--- src/rtl/icache_fill_unit.sv ---
// Instruction-cache miss-fill unit.
// Queues line-fill requests from the icache in an in-order FIFO, issues them one at a time to
// main memory over a valid/ready request channel, waits for each single-cycle response and hands
// the filled line back to the icache as a one-cycle rec pulse.
module icache_fill_unit #(
  parameter int unsigned FIFO_DEPTH = 16,
  parameter int unsigned CNT_W      = $clog2(FIFO_DEPTH + 1),
  parameter int unsigned ADDR_W     = 32,
  parameter int unsigned LINE_W     = 512
) (
  input  logic              clk,
  input  logic              rst,
  // icache side
  input  logic              ic_req_ren,
  input  logic [ADDR_W-1:0] ic_req_addr,
  output logic              ic_rec_en,
  output logic [ADDR_W-1:0] ic_rec_addr,
  output logic [LINE_W-1:0] ic_rec_line,
  // main memory side
  output logic              mem_req_valid,
  input  logic              mem_req_ready,
  output logic [ADDR_W-1:0] mem_req_addr,
  input  logic              mem_rsp_valid,
  input  logic [LINE_W-1:0] mem_rsp_line,
  // status
  output logic [CNT_W-1:0]  occupancy,
  output logic              busy,
  output logic              overflow
);

  localparam int unsigned PTR_W = (FIFO_DEPTH > 1) ? $clog2(FIFO_DEPTH) : 1;
  localparam logic [PTR_W-1:0] PtrLast  = PTR_W'(FIFO_DEPTH - 1);
  localparam logic [CNT_W-1:0] CntFull  = CNT_W'(FIFO_DEPTH);

  typedef enum logic [1:0] {
    StIdle,
    StReq,
    StWait,
    StResp
  } state_e;

  state_e state_q, state_d;

  logic [ADDR_W-1:0] fifo_mem [FIFO_DEPTH];
  logic [PTR_W-1:0]  wr_ptr_q, wr_ptr_d;
  logic [PTR_W-1:0]  rd_ptr_q, rd_ptr_d;
  logic [CNT_W-1:0]  count_q, count_d;
  logic              overflow_q, overflow_d;

  logic [ADDR_W-1:0] cur_addr_q, cur_addr_d;
  logic [ADDR_W-1:0] rec_addr_q, rec_addr_d;
  logic [LINE_W-1:0] rec_line_q, rec_line_d;

  logic              fifo_empty;
  logic              fifo_full;
  logic              pop;
  logic              push;
  logic [ADDR_W-1:0] head_addr;

  assign fifo_empty = (count_q == '0);
  assign fifo_full  = (count_q == CntFull);
  assign head_addr  = fifo_mem[rd_ptr_q];

  // A full FIFO still accepts a request when the head is being popped in the same cycle.
  assign push = ic_req_ren && (!fifo_full || pop);

  // FIFO pointer, occupancy and sticky-overflow next state.
  always_comb begin
    wr_ptr_d   = wr_ptr_q;
    rd_ptr_d   = rd_ptr_q;
    count_d    = count_q;
    overflow_d = overflow_q;
    if (push) begin
      wr_ptr_d = (wr_ptr_q == PtrLast) ? '0 : wr_ptr_q + PTR_W'(1);
    end
    if (pop) begin
      rd_ptr_d = (rd_ptr_q == PtrLast) ? '0 : rd_ptr_q + PTR_W'(1);
    end
    unique case ({push, pop})
      2'b10:   count_d = count_q + CNT_W'(1);
      2'b01:   count_d = count_q - CNT_W'(1);
      default: count_d = count_q;
    endcase
    if (ic_req_ren && !push) begin
      overflow_d = 1'b1;
    end
  end

  // Request storage; contents are don't-care while the pointers say empty, so no reset.
  always_ff @(posedge clk) begin
    if (push) begin
      fifo_mem[wr_ptr_q] <= ic_req_addr;
    end
  end

  // Fill FSM next state and outputs: one memory transaction in flight, returned in order.
  always_comb begin
    state_d       = state_q;
    pop           = 1'b0;
    cur_addr_d    = cur_addr_q;
    rec_addr_d    = rec_addr_q;
    rec_line_d    = rec_line_q;
    mem_req_valid = 1'b0;
    ic_rec_en     = 1'b0;
    unique case (state_q)
      StIdle: begin
        if (!fifo_empty) begin
          pop        = 1'b1;
          cur_addr_d = head_addr;
          state_d    = StReq;
        end
      end
      StReq: begin
        mem_req_valid = 1'b1;
        if (mem_req_ready) begin
          state_d = StWait;
        end
      end
      StWait: begin
        if (mem_rsp_valid) begin
          rec_addr_d = cur_addr_q;
          rec_line_d = mem_rsp_line;
          state_d    = StResp;
        end
      end
      StResp: begin
        ic_rec_en = 1'b1;
        // Pop straight into the next request so back-to-back fills have no idle bubble.
        if (!fifo_empty) begin
          pop        = 1'b1;
          cur_addr_d = head_addr;
          state_d    = StReq;
        end else begin
          state_d = StIdle;
        end
      end
      default: state_d = StIdle;
    endcase
  end

  // State registers with synchronous active-low reset; reset drops queue and in-flight fill.
  always_ff @(posedge clk) begin
    if (!rst) begin
      state_q    <= StIdle;
      wr_ptr_q   <= '0;
      rd_ptr_q   <= '0;
      count_q    <= '0;
      overflow_q <= 1'b0;
      cur_addr_q <= '0;
      rec_addr_q <= '0;
      rec_line_q <= '0;
    end else begin
      state_q    <= state_d;
      wr_ptr_q   <= wr_ptr_d;
      rd_ptr_q   <= rd_ptr_d;
      count_q    <= count_d;
      overflow_q <= overflow_d;
      cur_addr_q <= cur_addr_d;
      rec_addr_q <= rec_addr_d;
      rec_line_q <= rec_line_d;
    end
  end

  // cur_addr only changes on a pop, so the request address is stable throughout REQ.
  assign mem_req_addr = cur_addr_q;
  assign ic_rec_addr  = rec_addr_q;
  assign ic_rec_line  = rec_line_q;
  assign occupancy    = count_q;
  assign busy         = (state_q != StIdle) || !fifo_empty;
  assign overflow     = overflow_q;

endmodule

--- config.mk ---
export PLATFORM = sky130hd
export DESIGN_NAME = icache_fill_unit
export DESIGN_NICKNAME = d
export VERILOG_FILES = /design/src/rtl/icache_fill_unit.sv
export SDC_FILE = /design/constraint.sdc
export NUM_CORES = 2
export LEC_CHECK = 0
export CAP_MARGIN = 20
export CORE_AREA = 3 3 439 441
export CTS_CLUSTER_SIZE = 30
export DETAILED_ROUTE_END_ITERATION = 8
export DIE_AREA = 0 0 442 444
export PLACE_DENSITY = 0.51
export SETUP_SLACK_MARGIN = 0.3
export SYNTH_ARGS = -nofsm -noshare
export SYNTH_HDL_FRONTEND = slang
export SYNTH_SLANG_ARGS = --single-unit
--- constraint.sdc ---
create_clock -name clk -period 4.4 [get_ports clk]
set_input_delay 0.66 -clock clk [delete_from_list [all_inputs] [get_ports clk]]
set_output_delay 0.66 -clock clk [all_outputs]
set_load 0.02 [all_outputs]
==> flow_summary_export.csv <==
group,metric,value,unit
timing,fin_tns_setup,0,ns
floorplan,initial_utilization,0.210,
synthesis,synth_top_family_by_area,"simple AND/OR/NAND/NOR gates",
synthesis,synth.area.mux_share,0.0694,
synthesis,netlist_instances,3488,
synthesis,synth_edf_count,512,
place,io_buffers,1133,
place,gp_congestion,0.890,
power_and_ir_drop,power.density,514,mW/mm2
routing,drc,0,
routing,drt_iter0_markers,2314,
synthesis,synth_warnings,0,
synthesis,synthesis.nets,4051,
synthesis,avgSynthCellArea,11.4,um2
timing,whs,0.433,ns
floorplan,die_width,442,um
timing,rsz0062_at_grt,"false",
clock_tree,cts_resized,0,
clock_tree,htreeDepth,4,
routing,ant_nets,0,
synthesis,synth-xor-area-share,0.00110,
timing,period_needed,3.16,ns
synthesis,synth_compound_area_frac,0.0974,
timing,slew_viol_final,0,
worst_hold_path,hold_path_depth,3,
timing,worst_pin_slew,1.16,ns
clock_tree,cts_buffer_depth,3,
synthesis,ys_ff_latch,1104,
floorplan,rows,160,
critical_path,end_kind,"primary output",
status,outcome,"complete, no violations",
synthesis,ys_seq_area_frac,0.685,
critical_path,crit_path_start_kind,"register",
timing,max-slew-margin-rel,0.228,
critical_path,criticalPathCategory,"register to primary output",
routing,wl,191000,um
clock_tree,ctsHoldBuffers,0,
critical_path,reg2reg_depth,5,
routing,dr.pass1.iters,7,
timing,fin_crit_sh,0.718,
power_and_ir_drop,worst_ir_drop_vdd,345,uV
synthesis,yosys-top-cells-area,"edfxtp_1 (39%), dfxtp_1 (30%), nand2_1 (10%)",
global_route,grt_antenna_before_repair,82,
synthesis,synth_fa_ha_area_frac,0.00460,
finish,layout-drive-gt1-share,0.0812,
critical_path,crit_arrival,2.50,ns
clock_tree,cts_tree,"done",
routing,vias,31100,
clock_tree,cts_buffers,134,
clock_tree,post_cts_buffers,0,
synthesis,synthSimpleGateAreaFrac,0.115,
global_route,grt_pass1_vias,30200,
floorplan,core_area,0.190,mm2
finish,fin_nets,5147,
finish,area_growth,47.7,%
global_route,overflow,0,
synthesis,synth_top_cell_by_area,"edfxtp_1",
global_route,grt_pass1_wl,257000,um
worst_hold_path,min_path_type,"input port to register",
synthesis,synthArstFlopShare,0,
critical_path,r2r_slack,1.43,ns
clock_tree,clk_latency,0.77,ns
global_route,grt_max_degree,119,
finish,post-route-util,0.309,
floorplan,die_area,0.196,mm2
clock_tree,clkTransAtPathRegs,0.06,ns
critical_path,crit_fanout,6,
synthesis,ys.flop_type,"dfxtp_1",
timing,fmax,316,MHz
place,hpwl,145000,um
clock_tree,cts_root_buf,"clkbuf_16",
synthesis,ys_types,48,
floorplan,ioPinCount,1134,
global_route,grt_use_total,0.187,
power_and_ir_drop,leakage,18.8,nW
routing,wl_per_cell,26.4,um
timing,skew,0.0211,ns
synthesis,synth_top_area_frac,0.387,
floorplan,die-height,444,um
clock_tree,cts_sinks,1104,
timing,hold_violations,0,
timing,setup_viol,0,
flow_run,max_cap_violations,0,
synthesis,netlist_area,0.0397,mm2
routing,vias_per_cell,4.30,
critical_path,cp_data_required_time,3.74,ns
## power by group
group | switching [W] | internal (W)
sequential | 0.000597 | 0.0114
clock | 0.00466 | 0.00670
combinational | 0.00397 | 0.00286
## worst max-delay path: stages, from the launching register on
cell             delay, ns
dfxtp_1               0.37
or4_1                 0.60
nor2_2                0.13
nand2_1               0.08
clkdlybuf4s50_1       0.57
## routing by layer
metal,routed length [um],part of all wire,track usage,vias up
met5,153,0.00080,0,-
met4,5820,0.030,0.0682,22
met3,14900,0.078,0.0637,287
met2,95900,0.50,0.323,1076
met1,74000,0.39,0.215,15300
li1,-,-,-,14400
## per-stage QoR
step	setup WS, ns	power [W]	area (um2)	std cells
after floorplan	0.355	0.0158	39700	3488
after global placement	1.41	0.0191	54100	6958
after detailed placement	1.36	0.0191	54100	6959
after CTS	1.14	0.0307	58600	7201
after global routing	1.11	0.0315	58600	7222
final	1.24	0.0301	58700	7230
## state kept, by name (all words and copies together), names as in the netlist
name	cells
fifo_mem	512
ic_rec_addr	32
ic_rec_line	512
mem_req_addr	32
occupancy	5
overflow	1
rd_ptr_q	4
state_q	2
wr_ptr_q	4
## path summary, 6_finish.rpt
| check | from | end |
|---|---|---|
| worst max-delay path | occupancy[0] | busy |
| worst min-delay path | mem_rsp_line[173] | ic_rec_line[173] |
| worst max register to register | rd_ptr_q[3] | mem_req_addr[2] |
| worst min register to register | ic_rec_line[245] | ic_rec_line[245] |
## cell usage after synthesis (3+ instances only)
cell / instances
nand2_1: 1101
dfxtp_1: 592
a21oi_1: 591
edfxtp_1: 512
clkbuf_1: 164
mux2i_1: 121
mux4_2: 68
buf_2: 54
o22ai_1: 54
o21ai_0: 35
nor3_1: 34
a22oi_1: 31
nor2_1: 25
buf_1: 21
ha_1: 13
inv_1: 12
buf_4: 5
a31oi_1: 4
nand3_1: 4
nor2b_1: 4
o221ai_1: 4
nand2b_1: 3
xnor2_1: 3
## cells in the final DEF (no fill, tap or decap), types with 25 or more instances in the layout
cell / instances
edfxtp_1: 512
clkdlybuf4s50_1: 1133
dfxtp_1: 589
a22oi_1: 31
diode_2: 29
mux4_2: 68
nand2_1: 1100
buf_4: 53
clkbuf_1: 25
nor3_1: 30
a21oi_1: 590
clkbuf_16: 135
o22ai_1: 54
o21ai_0: 35
mux2i_1: 121
## final cells by class
cell class	instances	area, um2
fill	19400	131000
inverter	13	56.3
sequential	1104	27200
clock inverter	68	835
antenna	29	72.6
tap	2511	3140
timing repair buffer	1206	12100
clock buffer	174	3660
multi-input combinational	2125	11500
## cell families (layout without fill, tap and decap cells)
family	Yosys count	after routing
compound gates	731	731
fa+ha+maj	14	14
mux	190	190
flops	1104	1104
other cells	0	29
xor+xnor	5	5
buf+inv	259	1461
simple gates	1185	1185
Power figures use the tool's default switching activity.
